`config.mk`:
```
export PLATFORM = sky130hd
export DESIGN_NAME = tx_arbiter
export DESIGN_NICKNAME = d
export VERILOG_FILES = /design/src/rtl/tx_arbiter_pkg.sv /design/src/rtl/tx_arbiter_rr_pick.sv /design/src/rtl/tx_arbiter.sv
export SDC_FILE = /design/constraint.sdc
export NUM_CORES = 1
export LEC_CHECK = 0
export ABC_AREA = 1
export CAP_MARGIN = 25
export CORE_MARGIN = 5
export CORE_UTILIZATION = 25
export CTS_CLUSTER_DIAMETER = 50
export CTS_CLUSTER_SIZE = 40
export DETAILED_ROUTE_END_ITERATION = 16
export DONT_BUFFER_PORTS = 1
export GPL_ROUTABILITY_DRIVEN = 0
export GPL_TIMING_DRIVEN = 0
export SLEW_MARGIN = 20
export SYNTH_ARGS = -nofsm -noshare
export SYNTH_HDL_FRONTEND = slang
export SYNTH_SLANG_ARGS = --single-unit
```
`constraint.sdc`:
```
create_clock -name clk -period 1.45 [get_ports clk]
set_input_delay 0.2175 -clock clk [delete_from_list [all_inputs] [get_ports clk]]
set_output_delay 0.2175 -clock clk [all_outputs]
set_load 0.02 [all_outputs]
```
`src/rtl/tx_arbiter_pkg.sv`:
```
// Shared types and constants for the TX link arbiter.
// State encodings are fixed so other blocks can decode them.
package tx_arbiter_pkg;

    localparam int N_REQ_DEF = 2;
    localparam int TO_W = 16;

    typedef enum logic [1:0] {
        IDLE  = 2'd0,
        XFER  = 2'd1,
        DRAIN = 2'd2,
        GAP   = 2'd3
    } state_t;

endpackage

```
`src/rtl/tx_arbiter_rr_pick.sv`:
```
// Round-robin winner search starting just after rr_ptr.
// Purely combinational; found flags any requester.
module tx_arbiter_rr_pick
    import tx_arbiter_pkg::*;
#(
    parameter int N = N_REQ_DEF,
    parameter int IW = $clog2(N)
) (
    input  logic [N-1:0]  req,
    input  logic [IW-1:0] rr_ptr,
    output logic [IW-1:0] idx,
    output logic          found
);

    logic [IW-1:0] j;

    // Scan from the far end so the nearest requester is written last.
    always_comb begin
        idx = '0;
        found = 1'b0;
        j = '0;
        for (int k = N; k >= 1; k--) begin
            j = IW'((int'(rr_ptr) + k) % N);
            if (req[j]) begin
                idx = j;
                found = 1'b1;
            end
        end
    end

endmodule

```
`src/rtl/tx_arbiter.sv`:
```
// Packet-atomic round-robin arbiter for the shared byte-serial TX link.
// Registered output stage, inter-packet gap and mid-packet stall watchdog.
module tx_arbiter
    import tx_arbiter_pkg::*;
#(
    parameter int N_REQ = N_REQ_DEF,
    parameter int GAP_CYCLES = 2,
    parameter int TIMEOUT = 1000,
    localparam int IW = $clog2(N_REQ)
) (
    input  logic               clk,
    input  logic               n_rst,
    input  logic [N_REQ-1:0]   req_valid,
    input  logic [N_REQ-1:0]   req_last,
    input  logic [8*N_REQ-1:0] req_data,
    output logic [N_REQ-1:0]   req_ready,
    output logic [7:0]         tx_data,
    output logic               tx_valid,
    input  logic               tx_ready,
    output logic [N_REQ-1:0]   grant,
    output logic               busy,
    output logic               err_timeout,
    output logic [IW-1:0]      err_src
);

    state_t state, state_n;
    logic [IW-1:0] rr_ptr, rr_ptr_n;
    logic [IW-1:0] owner, owner_n;
    logic [IW-1:0] err_src_n;
    logic [IW-1:0] win;
    logic found;
    logic [TO_W-1:0] stall_cnt, stall_cnt_n;
    logic [TO_W-1:0] gap_cnt, gap_cnt_n;
    logic [7:0] tx_data_n;
    logic tx_valid_n;
    logic [N_REQ-1:0] own_oh;
    logic own_valid, own_last, own_ready;
    logic load, stall;
    logic [7:0] own_data;

    tx_arbiter_rr_pick #(
        .N(N_REQ),
        .IW(IW)
    ) u_pick (
        .req(req_valid),
        .rr_ptr(rr_ptr),
        .idx(win),
        .found(found)
    );

    assign own_oh = {{(N_REQ-1){1'b0}}, 1'b1} << owner;
    assign own_valid = req_valid[owner];
    assign own_last = req_last[owner];
    assign own_data = req_data[{owner, 3'b000} +: 8];

    // Output slot is free when empty or emptying this cycle.
    assign own_ready = (state == XFER) && (!tx_valid || tx_ready);
    assign req_ready = own_ready ? own_oh : '0;
    assign load = own_valid && own_ready;
    assign stall = (state == XFER) && !own_valid;

    assign err_timeout = stall && (TIMEOUT != 0)
                      && (stall_cnt == TO_W'(TIMEOUT - 1));

    assign grant = (state == XFER || state == DRAIN) ? own_oh : '0;
    assign busy = (state != IDLE);

    always_comb begin
        state_n = state;
        rr_ptr_n = rr_ptr;
        owner_n = owner;
        stall_cnt_n = stall_cnt;
        gap_cnt_n = gap_cnt;
        tx_data_n = tx_data;
        tx_valid_n = tx_valid;
        err_src_n = err_src;
        unique case (state)
            IDLE: begin
                if (found) begin
                    state_n = XFER;
                    rr_ptr_n = win;
                    owner_n = win;
                    stall_cnt_n = '0;
                end
            end
            XFER: begin
                if (load) begin
                    tx_data_n = own_data;
                    tx_valid_n = 1'b1;
                    stall_cnt_n = '0;
                    if (own_last) state_n = DRAIN;
                end else begin
                    if (tx_valid && tx_ready) tx_valid_n = 1'b0;
                    if (err_timeout) begin
                        err_src_n = owner;
                        state_n = DRAIN;
                    end else if (stall) begin
                        stall_cnt_n = stall_cnt + TO_W'(1);
                    end
                end
            end
            DRAIN: begin
                if (!tx_valid || tx_ready) begin
                    tx_valid_n = 1'b0;
                    gap_cnt_n = '0;
                    state_n = (GAP_CYCLES == 0) ? IDLE : GAP;
                end
            end
            GAP: begin
                gap_cnt_n = gap_cnt + TO_W'(1);
                if (gap_cnt == TO_W'(GAP_CYCLES - 1)) state_n = IDLE;
            end
            default: state_n = IDLE;
        endcase
    end

    always_ff @(posedge clk or negedge n_rst) begin
        if (!n_rst) begin
            state <= IDLE;
            rr_ptr <= IW'(N_REQ - 1);
            owner <= '0;
            stall_cnt <= '0;
            gap_cnt <= '0;
            tx_data <= '0;
            tx_valid <= 1'b0;
            err_src <= '0;
        end else begin
            state <= state_n;
            rr_ptr <= rr_ptr_n;
            owner <= owner_n;
            stall_cnt <= stall_cnt_n;
            gap_cnt <= gap_cnt_n;
            tx_data <= tx_data_n;
            tx_valid <= tx_valid_n;
            err_src <= err_src_n;
        end
    end

endmodule

```
; After elaboration in Yosys (flattened, before gate mapping)
; Index checks and enable logic that the tools add are counted.
[op_classes]
n_addsub = 4
magnitude_cmp = 3
n_eq_ne = 13
shifts = 2
muxes = 32
bitwise_logic = 1
reduce_logical = 21
[op_table]
columns = op, n
row1 = $mux 16, 5
row2 = $pmux 16 s2, 2
row3 = $add 16x1->16 const B, 2
row4 = $eq 16x1->1 const B, 1
row5 = $eq 16x10->1 const B, 1
row6 = $mux 2, 8
row7 = $shiftx 16x5->8, 1
row8 = $mux 1, 15
row9 = $ne 3x3->1 const B, 4
row10 = $pmux 2 s4, 1
row11 = $reduce_bool 2->1, 4
row12 = $lt 1x2->1 const B, 3
row13 = $ne 2x2->1 const B, 3
row14 = $reduce_and 2->1, 3
row15 = $reduce_and 3->1, 2
row16 = $logic_and 1x1->1, 5
row17 = $reduce_and 5->1, 1
row18 = $eq 2x2->1 const B, 2
row19 = $reduce_and 4->1, 1
row20 = $ne 3x2->1 const B, 1
row21 = $add 1x1->1 const B, 2
row22 = $eq 2x1->1 const B, 1
row23 = $logic_not 1->1, 2
row24 = $logic_not 2->1, 1
row25 = other kinds (4), 5
[totals]
ff_bits = 46
input_bits = 23
output_inout_bits = 16
wordCells = 84

; Longest topological paths before layout
; Gate-level depths: netlist of the first run.
[logic_depth]
depth_word = 8
depth_mapped = 12
ltp_nobuf = 11

; Modules after synthesis
; Synthesis of the first run repeated with hierarchy kept, for this count alone.
[hier_totals]
cells_unflattened = 430
hier_area_um2 = 2936.6
[modules_own_cells]
columns = mod, n_inst, cells_per_inst, area_per_inst_um2, seq_area_each_um2
row1 = tx_arbiter, 1, 427, 2921.6, 1152.4
row2 = tx_arbiter_rr_pick, 1, 3, 15.0, 0.0

; Worst setup path before layout of the first run
; No wires, ideal clock.
[synth_timing]
kind = reg2reg
startpoint = register state[1]
endpoint = register stall_cnt[5]
setup_time_ns = 0.118
t_arrival_ns = 1.493
t_required_ns = 1.332
setup_slack_ns = -0.161
stages_incl_launch_ff = 12
n_path_buf = 2
period_less_slack_ns = 1.611
cell_sequence = dfrtp_1 -> inv_1 -> ha_1 -> buf_4 -> inv_4 -> a21oi_4 -> nor2_1 -> o21ai_2 -> nand3_4 -> buf_12 -> nand2_1 -> o21ai_2
[synth_via]
elab_chain_cells = 5
elab_cells_between_ends = 13
classes_between = eq/ne (4) / mux (2) / reduce/logical (7)
[synth_lines]
columns = element, line
row1 = from (decl), tx_arbiter.sv:26  ; state_t state, state_n;
row2 = from (signal assigned), tx_arbiter.sv:128  ; state <= state_n;
row3 = $eq 2x1->1, "tx_arbiter.sv:57, tx_arbiter.sv:60, tx_arbiter.sv:77"
row4 = $logic_and 1x1->1 (on tied branches), "tx_arbiter.sv:57, tx_arbiter.sv:60"
row5 = $logic_and 1x1->1 (on tied branches), "tx_arbiter.sv:59, tx_arbiter.sv:63"
row6 = $ne 3x3->1 (no source line) or $mux 16 (tied branches), --
row7 = $reduce_and 4->1 (no source line) or $pmux 16 s2 (tied branches), --
row8 = to (signal assigned), tx_arbiter.sv:131  ; stall_cnt <= stall_cnt_n;
row9 = to (decl), tx_arbiter.sv:32  ; logic [TO_W-1:0] stall_cnt, stall_cnt_n;
; Several ways; a longest one is shown, not always the timed one.
; A chain may end at the register's enable or synchronous reset.

; Final worst setup path of the first run
[layout_timing]
startpoint = register state[1]
endpoint = register stall_cnt[12]
; The elaborated chain is that of the path after synthesis.

==> Flow_metrics.wiki, run 1 <==
{| class="wikitable"
! Metric !! Value
|-
| Outcome || finished with violations
|-
| Violated checks || negative setup slack
|-
| Antenna violations before repair || 0
|-
| Clock latency of the later-clocked register in the worst-skew pair || 0.29 ns
|-
| Inserted Diodes || 0
|-
| Tightest hold margin || 0.0754 ns
|-
| Worst Path Max Fanout || 7
|-
| Portion of total power attributed to the clock network || 0.147
|-
| Crit-path most repeated cell || sky130_fd_sc_hd__nand2_1
|-
| Fin. max-slew vios || 0
|-
| Worst-case setup margin in the final layout || -0.300 ns
|-
| Endpoint required time on the critical path || 1.62 ns
|-
| Sequential fraction of the synthesis area || 0.381
|-
| Slowest stage cell on the critical path || sky130_fd_sc_hd__dfrtp_1
|-
| Final critical path time including I/O delays and setup || 1.75 ns
|-
| Placed wire-length estimate after detailed placement || about 5600 µm
|-
| Average cell area after synthesis || 7.02 µm²
|-
| Worst r2r dst || stall_cnt[12]$_DFFE_PN0P_
|-
| Final setup violation count || 48
|-
| WHS Path Cells || 2
|-
| Starting density of the core || 0.254
|-
| Comb pwr share || 0.597
|-
| Static power due to leakage || 0.00190 µW
|-
| Switching part of the total power || 0.445
|-
| Most used standard cell by instance count after synthesis || sky130_fd_sc_hd__nand2_1
|-
| Unrepaired setup endpoints after global routing || yes
|-
| Vias || 3043
|-
| CTS tree || done
|-
| Width of the chip || 120 µm
|-
| Worst R2R Path Depth || 11
|-
| Floorplan row count || 40
|-
| Largest stage delay, worst path || 0.41 ns
|-
| Number of synthesized flops with an enable pin || 0
|-
| Skew final || 0.0103 ns
|-
| Fmax || 571 MHz
|-
| Ratio of final minimum period to clock period || 1.21
|-
| Post-Syn Instances || 431
|-
| Category of the critical setup timing path || flip-flop to flip-flop
|-
| Actual slew at the worst max-slew pin || 0.455 ns
|-
| Largest cells by area after synthesis || sky130_fd_sc_hd__dfrtp_1 37%, sky130_fd_sc_hd__nand2_1 16%, sky130_fd_sc_hd__inv_1 6.5%
|-
| Reg clk slew, reported paths || 0.06 ns
|-
| Setup slack of the most critical reg-to-reg path || -0.30 ns
|-
| Number of nets still failing antenna checks after routing || 0
|-
| Synthesis-to-layout area growth || 38.5%
|-
| Clk sink count || 46
|-
| Async set-reset flop share out of synthesis || 1.00
|-
| Die outline area || 14400 µm²
|-
| Critical Path, Cell by Cell || inv_2 > buf_4 > ha_4 > inv_6 > nor2_4 > nor2_2 > o21ai_2 > nand3_4 > clkbuf_16 > nand2_1 > nand2_1
|-
| Root Buffer Master || sky130_fd_sc_hd__clkbuf_16
|-
| Hold Path Origin || req_data[7]
|-
| Global-route wire length before repair || 14000 µm
|-
| Post-Syn Nets || 461
|-
| Pre-Repair DR Iteration Count || 4
|-
| Clock H-tree levels || 2
|-
| Bufs on Longest Clock Path || 2
|-
| Layout cells sized above 1 || 0.301
|-
| Ys flop type || sky130_fd_sc_hd__dfrtp_1
|-
| Routed length per placed instance || 13.4 µm
|-
| Count of endpoints failing hold in the final timing report || 0
|-
| TritonCTS buffer count || 5
|-
| # port buffers || 0
|-
| Class of the tightest hold or removal check || input pin to flip-flop
|-
| Worst slack at placement || -0.388 ns
|-
| Total negative slack for setup checks || -9.13 ns
|-
| Post-Route Utilization || 0.352
|-
| Post-layout total power || 7700 µW
|-
| Number of distinct library cells after synthesis || 33
|-
| Category of the worst setup path capture point || flip-flop
|-
| Final #Nets || 510
|-
| Switching power total || between 3000 and 4000 µW
|-
| Launch instance of the worst register-to-register path || state[1]$_DFFE_PN0P_
|-
| Core footprint || 11900 µm²
|-
| Power per cell area || 1840 nW/µm²
|-
| Part of the power in registers || 0.256
|-
| Kind of start point of the critical path || flip-flop
|-
| Area of the mapped netlist || around 3000 µm²
|-
| Pin count of the biggest net entering global routing || 47
|-
| Start point of the critical path || state[1]$_DFFE_PN0P_
|-
| Number of global-route vias before repair || 2960
|-
| Maxcap violations || 0
|-
| Number of synthesis warnings || 0
|-
| Int Pwr || 4280 µW
|-
| Number of synthesized register bits || 46
|-
| Most used standard cells in the synthesized netlist || 128 x sky130_fd_sc_hd__nand2_1, 52 x sky130_fd_sc_hd__inv_1, 49 x sky130_fd_sc_hd__nor2_1, 45 x sky130_fd_sc_hd__dfrtp_1, 27 x sky130_fd_sc_hd__nand4_1
|-
| Worst Path Arrival || 1.92 ns
|-
| DRT iter0 DRCs || 131
|-
| Die Y || 120 µm
|-
| Area share of the largest cell type after synthesis || 0.372
|-
| Number of vias per cell || about 4.8
|-
| Remaining routing DRC violations || 0
|-
| Ports || 39
|-
| Worst-case hold path end point || tx_data[7]$_DFFE_PN0P_
|-
| Total track usage || 0.117
|-
| Final WL || between 8000 and 9000 µm
|-
| Largest vdd supply drop || 0.00123 V
|-
| Most area-hungry cell type in the Yosys netlist || sky130_fd_sc_hd__dfrtp_1
|-
| GRT Residual Overflow || 0
|-
| Slew headroom || 0.697
|}
-- worst max-delay path: cells and delay by family (launching register included) --
kind | cells | cell delay (ns)
simple gates | 5 | 0.48
fa+ha+maj | 1 | 0.15
flops | 1 | 0.41
buf+inv | 4 | 0.51
compound gates | 1 | 0.09
-- layout by cell type, fill, tap and decap left out, drive strengths merged, types with 7 or more instances in the layout --
cell type	n
nand2	131
inv	57
nor2	54
buf	46
dfrtp	45
o21ai	33
nand3	28
nand4	27
nor3	11
clkbuf	11
a21oi	9
a31oi	8
ha	7
-- repair_timing --
item / CTS / global route
pin swaps: 12 / 19
endpoints found under the setup margin: 50 / 49
buffers inserted: 30 / 11
cloned: 2 / 2
hold buffers: 2 / 0
endpoints found under the hold margin: 46 / 0
gates resized for setup: 95 / 53
-- worst max path at each step --
stage	to	slack, ns	cells after the start
floorplan	stall_cnt[5]$_DFFE_PN0P_	-0.14	11
global placement	state[0]$_DFFE_PN0P_	-0.35	12
detailed placement	state[0]$_DFFE_PN0P_	-0.39	12
CTS	req_ready[1]	-0.25	7
global route	stall_cnt[14]$_DFFE_PN0P_	-0.37	10
finish	stall_cnt[12]$_DFFE_PN0P_	-0.30	11
-- kinds of logic (layout without fill, tap and decap cells) --
group | after synthesis | after routing | share of synthesized area
buffers and inverters | 67 | 117 | 0.0972
AND/OR/NAND/NOR | 252 | 252 | 0.369
flip-flops | 46 | 46 | 0.381
adder cells (fa/ha/maj) | 7 | 7 | 0.0290
XOR/XNOR | 3 | 3 | 0.00869
AO/OA/AOI/OAI | 56 | 56 | 0.115
-- metal layers --
metal,vias up,part of all wire,GRT usage
met5,-,0,0
met1,1421,0.44,0.148
met2,91,0.49,0.198
li1,1513,-,-
met4,0,0.024,0.0387
met3,18,0.050,0.0236
-- sequential cells by signal, summed over array words and instances (netlist names) --
signal,cells
stall_cnt,16
state,2
tx_data,8
rr_ptr,1
err_src,1
gap_cnt,16
tx_valid,1
owner,1
-- power by group through the flow --
stage               logic (µW)  clock network (µW)  registers (µW)
floorplan                 1880                   0            1890
global placement          2350                   0            1950
detailed placement        2400                   0            1960
CTS                       3810                1160            1970
global route              4970                1220            2010
finish                    4600                1130            1970
-- layout make-up --
class,count,area (µm²)
buffer,8,81.3
timing repair buffer,43,463
clock inverter,1,7.51
sequential,46,1160
multi-input combinational,318,1910
tap,147,184
clock buffer,7,133
fill,1207,7720
inverter,58,248
-- per-stage QoR --
stage	cells	area [µm²]
2_1_floorplan	431	3040
3_3_place_gp	578	3220
3_5_place_dp	578	3220
4_1_cts	620	3930
5_1_grt	628	4190
6_report	628	4190
Power figures use the tool's default switching activity.
==> run 2, diff against run 1 <==
--- a/config.mk
+++ b/config.mk
@@ -18,4 +18,5 @@
 export SLEW_MARGIN = 20
 export SYNTH_ARGS = -nofsm -noshare
 export SYNTH_HDL_FRONTEND = slang
+export SYNTH_HIERARCHICAL = 1
 export SYNTH_SLANG_ARGS = --single-unit
==> Flow_metrics.wiki, run 2 <==
{| class="wikitable"
! Metric !! Value
|-
| Largest regs || gap_cnt x16, stall_cnt x16, tx_data x8
|-
| Inserted Diodes || 0
|-
| Vias || slightly below 3000
|-
| Category of the worst setup path capture point || flip-flop
|-
| Worst Path Max Fanout || 6
|-
| Critical Path, Cell by Cell || inv_2 > ha_4 > inv_12 > nor2_4 > buf_6 > o21ai_4 > nor2_8 > clkbuf_16 > o21ai_2
|-
| Area of the mapped netlist || between 2000 and 3000 µm²
|-
| Power per cell area || 1800 nW/µm²
|-
| GRT Residual Overflow || 0
|-
| Number of synthesized register bits || 46
|-
| DRT iter0 DRCs || ~160
|-
| Average cell area after synthesis || 6.83 µm²
|-
| Fmax || just under 600 MHz
|-
| Core footprint || 11500 µm²
|-
| Bufs on Longest Clock Path || 2
|-
| Number of synthesis warnings || 6
|-
| Static power due to leakage || 0.00182 µW
|-
| Post-Route Utilization || 0.356
|-
| Sequential fraction of the synthesis area || 0.392
|-
| Top Metal Used || met4
|-
| Kind of start point of the critical path || flip-flop
|-
| Met3 routed WL || 319 µm
|-
| CTS tree || done
|-
| Pre-Repair DR Iteration Count || 4
|-
| Outcome || finished with violations
|-
| # port buffers || 0
|-
| TritonCTS buffer count || 5
|-
| Slowest stage cell on the critical path || sky130_fd_sc_hd__dfrtp_1
|-
| Largest stage delay, worst path || 0.40 ns
|-
| Most used standard cell by instance count after synthesis || sky130_fd_sc_hd__nand2_1
|-
| Pin count of the biggest net entering global routing || 47
|-
| Ratio of final minimum period to clock period || 1.16
|-
| Endpoint required time on the critical path || roughly 1.6 ns
|-
| Most used standard cells in the synthesized netlist || 141 x sky130_fd_sc_hd__nand2_1, 57 x sky130_fd_sc_hd__nor2_1, 51 x sky130_fd_sc_hd__inv_1, 45 x sky130_fd_sc_hd__dfrtp_1, 30 x sky130_fd_sc_hd__nand3_1
|-
| Post-Syn Instances || 430
|-
| Slew headroom || 0.597
|-
| Placed wire-length estimate after detailed placement || about 5400 µm
|-
| Final setup violation count || 47
|-
| Clock latency of the later-clocked register in the worst-skew pair || around 0.29 ns
|-
| Post-route cell area || 4080 µm²
|-
| Number of global-route vias before repair || ~2800
|-
| Final WL || between 8000 and 9000 µm
|-
| Root Buffer Master || sky130_fd_sc_hd__clkbuf_16
|-
| Sum of met2 wire segment lengths after detailed routing || ~4000 µm
|-
| Count of endpoints failing hold in the final timing report || 0
|-
| Worst slack at placement || -0.473 ns
|-
| Most common cell after layout, fill and taps aside || sky130_fd_sc_hd__nand2_1
|-
| Routed length per placed instance || between 10 and 15 µm
|-
| Synthesis-to-layout area growth || 38.9%
|-
| Actual slew at the worst max-slew pin || around 0.6 ns
|-
| Filler cells || 1128
|-
| Clock H-tree levels || 2
|-
| Ys flop type || sky130_fd_sc_hd__dfrtp_1
|-
| Width of the chip || 118 µm
|-
| Worst-case setup margin in the final layout || -0.228 ns
|-
| Ports || 39
|-
| Global-route wire length before repair || 13200 µm
|-
| Number of synthesized flops with an enable pin || 0
|-
| Final critical path time including I/O delays and setup || 1.68 ns
|-
| Category of the critical setup timing path || flip-flop to flip-flop
|-
| Remaining routing DRC violations || 0
|-
| Clk sink count || 46
|-
| Largest vdd supply drop || roughly 0.0012 V
|-
| Class of the tightest hold or removal check || input pin to flip-flop
|-
| Antenna violations before repair || 0
|-
| Floorplan row count || 39
|-
| Number of vias per cell || 4.71
|-
| Metal-1 WL || 3730 µm
|-
| Most area-hungry cell type in the Yosys netlist || sky130_fd_sc_hd__dfrtp_1
|-
| Cell family contributing the most delay on the critical path || buffers and inverters
|-
| Area share of the largest cell type after synthesis || 0.383
|-
| Skew final || 0.00471 ns
|-
| Layout cells sized above 1 || 0.304
|-
| Post-Syn Nets || 460
|-
| Largest cells by area after synthesis || sky130_fd_sc_hd__dfrtp_1 38%, sky130_fd_sc_hd__nand2_1 18%, sky130_fd_sc_hd__nor2_1 7.3%
|-
| Maxcap violations || 0
|-
| Commonest cells after routing, fill and taps aside || 123 x sky130_fd_sc_hd__nand2_1, 47 x sky130_fd_sc_hd__nor2_1, 42 x sky130_fd_sc_hd__inv_1, 42 x sky130_fd_sc_hd__dfrtp_1, 23 x sky130_fd_sc_hd__nand3_1
|-
| Final #Nets || 503
|-
| Number of distinct library cells after synthesis || 33
|-
| Violated checks || negative setup slack
|-
| Worst Path Arrival || ~1.9 ns
|-
| CP bufs+invs || 4
|-
| Async set-reset flop share out of synthesis || 1.00
|-
| Post-place instance area || 3190 µm²
|-
| Reg clk slew, reported paths || 0.07 ns
|-
| Die Y || 118 µm
|-
| Unrepaired setup endpoints after global routing || yes
|-
| Total track usage || 0.111
|-
| Starting density of the core || 0.256
|-
| Fin. max-slew vios || 0
|-
| Die outline area || around 14000 µm²
|-
| Number of nets still failing antenna checks after routing || 0
|}
## run 2: layer usage
metal | vias up | GRT usage
met5 | - | 0
met3 | 11 | 0.0229
met1 | 1385 | 0.144
met4 | 0 | 0.0262
li1 | 1448 | -
met2 | 59 | 0.190
## run 2: power by group
group / internal (µW) / switching, µW / total, µW
registers: 1540 / 412 / 1950
clock network: 639 / 516 / 1160
logic: 1880 / 2350 / 4230
total: 4060 / 3280 / 7340
## run 2: kinds of logic after synthesis
family,Yosys count,share of synthesized area
compound gates,46,0.0912
xor+xnor,3,0.00895
fa+ha+maj,7,0.0298
simple gates,264,0.391
flops,46,0.392
buf+inv,64,0.0865
## run 2: path summary, 6_finish.rpt
| path | from | end | slack, ns | cells past startpoint |
|---|---|---|---|---|
| max | state[1]$_DFFE_PN0P_ | stall_cnt[6]$_DFFE_PN0P_ | -0.23 | 9 |
| min | req_data[14] | tx_data[6]$_DFFE_PN0P_ | 0.07 | 2 |
| max reg2reg | state[1]$_DFFE_PN0P_ | stall_cnt[6]$_DFFE_PN0P_ | -0.23 | 9 |
| min reg2reg | rr_ptr$_DFFE_PN1P_ | rr_ptr$_DFFE_PN1P_ | 0.47 | 2 |
| max in group asynchronous | n_rst | rr_ptr$_DFFE_PN1P_ | 0.73 | 2 |
| min in group asynchronous | n_rst | gap_cnt[8]$_DFFE_PN0P_ | 0.45 | 2 |
## run 2: area by class of cell
class / count / area, µm² / share of cell area
clock buffers: 5 / 125 / 0.0307
clock inverters: 3 / 21.3 / 0.00522
multi-input cells: 320 / 1880 / 0.462
flip-flops and latches: 46 / 1160 / 0.284
inverters: 57 / 249 / 0.0611
repair buffers: 37 / 392 / 0.0960
plain buffers: 6 / 71.3 / 0.0175
well taps: 143 / 179 / 0.0439
## run 2: repair_timing
action | 4_1_cts | 5_1_grt
cloned | 2 | 1
setup endpoints to repair | 49 | 49
pin swaps | 15 | 15
gates resized for setup | 81 | 44
hold endpoints to repair | 46 | 0
hold buffers | 2 | 0
setup buffers | 24 | 8
## run 2: metrics by stage
stage / TNS (ns) / instances / total power [µW] / hold WS, ns
after floorplan: -3.21 / 430 / 3730 / -0.0781
after global placement: -13.10 / 573 / 4200 / -0.0731
after detailed placement: -14.88 / 573 / 4250 / -0.0732
after CTS: -6.44 / 609 / 6740 / 0.0681
after global routing: -11.02 / 617 / 7760 / 0.0750
final: -7.83 / 617 / 7340 / 0.0691
==> run 3, diff against run 2 <==
--- a/config.mk
+++ b/config.mk
@@ -15,6 +15,7 @@
 export DONT_BUFFER_PORTS = 1
 export GPL_ROUTABILITY_DRIVEN = 0
 export GPL_TIMING_DRIVEN = 0
+export SKIP_LAST_GASP = 1
 export SLEW_MARGIN = 20
 export SYNTH_ARGS = -nofsm -noshare
 export SYNTH_HDL_FRONTEND = slang
==> Flow_metrics.wiki, run 3 (synthesis gave the netlist of run 2 again) <==
{| class="wikitable"
! Metric !! Value
|-
| GRT Residual Overflow || 0
|-
| Global-route wire length before repair || 13200 µm
|-
| Most common cell after layout, fill and taps aside || sky130_fd_sc_hd__nand2_1
|-
| Root Buffer Master || sky130_fd_sc_hd__clkbuf_16
|-
| Post-route cell area || 4010 µm²
|-
| Kind of start point of the critical path || flip-flop
|-
| Pre-Repair DR Iteration Count || 4
|-
| Number of global-route vias before repair || 2830
|-
| Largest regs || gap_cnt x16, stall_cnt x16, tx_data x8
|-
| Final #Nets || 501
|-
| Die outline area || approximately 14000 µm²
|-
| Worst R2R Path Depth || 9
|-
| Core footprint || 11500 µm²
|-
| Endpoint required time on the critical path || 1.62 ns
|-
| Post-place instance area || 3190 µm²
|-
| Count of endpoints failing hold in the final timing report || 0
|-
| Placed wire-length estimate after detailed placement || 5420 µm
|-
| Register cell area after layout || 1160 µm²
|-
| Commonest cells after routing, fill and taps aside || 127 x sky130_fd_sc_hd__nand2_1, 47 x sky130_fd_sc_hd__nor2_1, 42 x sky130_fd_sc_hd__inv_1, 42 x sky130_fd_sc_hd__dfrtp_1, 23 x sky130_fd_sc_hd__nand3_1
|-
| Pin count of the biggest net entering global routing || 47
|-
| Inserted Diodes || 0
|-
| # port buffers || 0
|-
| Fin. max-slew vios || 0
|-
| Layout cells sized above 1 || 0.280
|-
| Ports || 39
|-
| Worst r2r dst || stall_cnt[6]$_DFFE_PN0P_
|-
| Bufs on Longest Clock Path || 2
|-
| Final Non-Filler Cells || 615
|-
| Tightest hold margin || 0.0693 ns
|-
| Multi-input logic area || 1830 µm²
|-
| Clock latency of the later-clocked register in the worst-skew pair || 0.29 ns
|-
| Total track usage || 0.111
|-
| Endpoint of the worst setup timing path || stall_cnt[6]$_DFFE_PN0P_
|-
| Category of the critical setup timing path || flip-flop to flip-flop
|-
| DRT iter0 DRCs || 208
|-
| Maxcap violations || 0
|-
| Power per cell area || 1800 nW/µm²
|-
| Actual slew at the worst max-slew pin || 0.605 ns
|-
| Largest vdd supply drop || 0.00122 V
|-
| Violated checks || negative setup slack
|-
| Worst Path Arrival || ~1.9 ns
|-
| Worst Path Max Fanout || 6
|-
| Total negative slack for setup checks || -8.63 ns
|-
| Clk sink count || 46
|-
| Final WL || 7990 µm
|-
| Reg clk slew, reported paths || 0.07 ns
|-
| Vias || 2908
|-
| Static power due to leakage || around 0.0018 µW
|-
| Starting density of the core || 0.256
|-
| Clock H-tree levels || 2
|-
| Die Y || 118 µm
|-
| Inst Count DP || 573
|-
| Number of vias per cell || 4.73
|-
| CTS tree || done
|-
| Routed length per placed instance || 13.0 µm
|-
| Class of the tightest hold or removal check || input pin to flip-flop
|-
| Fmax || 586 MHz
|-
| Setup slack of the most critical reg-to-reg path || -0.26 ns
|-
| Antenna violations before repair || 0
|-
| Width of the chip || roughly 120 µm
|-
| Number of nets still failing antenna checks after routing || 0
|-
| Category of the worst setup path capture point || flip-flop
|-
| Unrepaired setup endpoints after global routing || yes
|-
| Skew final || 0.00652 ns
|-
| Ratio of final minimum period to clock period || 1.18
|-
| Start point of the critical path || state[1]$_DFFE_PN0P_
|-
| TritonCTS buffer count || 5
|-
| Filler cells || around 1100
|-
| Floorplan row count || 39
|-
| Outcome || finished with violations
|-
| Final setup violation count || 49
|-
| Post-layout total power || 7220 µW
|-
| Final critical path time including I/O delays and setup || ~1.7 ns
|-
| Synthesis-to-layout area growth || 36.5%
|-
| Remaining routing DRC violations || 0
|-
| Launch instance of the worst register-to-register path || state[1]$_DFFE_PN0P_
|-
| Worst-case setup margin in the final layout || -0.256 ns
|-
| Slew headroom || 0.594
|}
==> run 3: cell count changes in the layout (fill, tap and decap cells not counted), sizes merged <==
| cell | change |
|---|---|
| buf | -2 |
==> run 3: critical path: stages, from the launching register on <==
cell and delay, ns:
sky130_fd_sc_hd__dfrtp_1 0.40, sky130_fd_sc_hd__inv_2 0.10, sky130_fd_sc_hd__ha_4 0.23, sky130_fd_sc_hd__inv_12 0.04, sky130_fd_sc_hd__nor2_4 0.16, sky130_fd_sc_hd__buf_6 0.13, sky130_fd_sc_hd__o21ai_4 0.08, sky130_fd_sc_hd__nor2_8 0.20
sky130_fd_sc_hd__clkbuf_16 0.20, sky130_fd_sc_hd__o21ai_2 0.05
==> run 3: worst min-delay path by stage <==
stage,start,endpoint,slack (ns),depth (start not counted)
floorplan,n_rst,err_src$_DFFE_PN0P_,-0.08,0
global placement,n_rst,gap_cnt[11]$_DFFE_PN0P_,-0.07,0
detailed placement,n_rst,gap_cnt[11]$_DFFE_PN0P_,-0.07,0
CTS,req_data[14],tx_data[6]$_DFFE_PN0P_,0.07,2
global route,req_data[14],tx_data[6]$_DFFE_PN0P_,0.07,2
finish,req_data[14],tx_data[6]$_DFFE_PN0P_,0.07,2
==> run 3: where the power goes <==
| group | switching (µW) | total [µW] | leakage [µW] | internal [µW] |
|---|---|---|---|---|
| logic | 2280 | 4130 | 0.00112 | 1840 |
| clock network | 507 | 1150 | 0.0000698 | 639 |
| registers | 408 | 1950 | 0.000603 | 1540 |
==> run 3: area by class of cell <==
cell class                      count  area share
Sequential cell                    46       0.288
Multi-Input combinational cell    320       0.458
Tap cell                          143      0.0446
Clock buffer                        5      0.0312
Buffer                              6      0.0169
Timing Repair Buffer               35      0.0933
Inverter                           57      0.0627
Clock inverter                      3     0.00531
==> run 3: repair_timing <==
item,4_1_cts,5_1_grt
cloned,2,1
gates resized for setup,71,41
endpoints found under the setup margin,49,49
hold buffers,2,0
pin swaps,13,10
hold endpoints to repair,46,0
setup buffers,24,6
==> run 3: stage by stage <==
| step | utilization | setup WS, ns |
|---|---|---|
| floorplan | - | -0.146 |
| global placement | 0.278 | -0.429 |
| detailed placement | 0.278 | -0.473 |
| CTS | 0.334 | -0.240 |
| global route | 0.350 | -0.296 |
| finish | 0.350 | -0.256 |
==> run 3: metal layers <==
layer	part of all wire	vias to the layer above	wire length (µm)	global-route usage
met4	0.010	0	80	0.0262
met5	0	-	0	0
met2	0.49	64	3910	0.190
met1	0.45	1386	3620	0.143
li1	-	1449	-	-
met3	0.047	9	375	0.0229
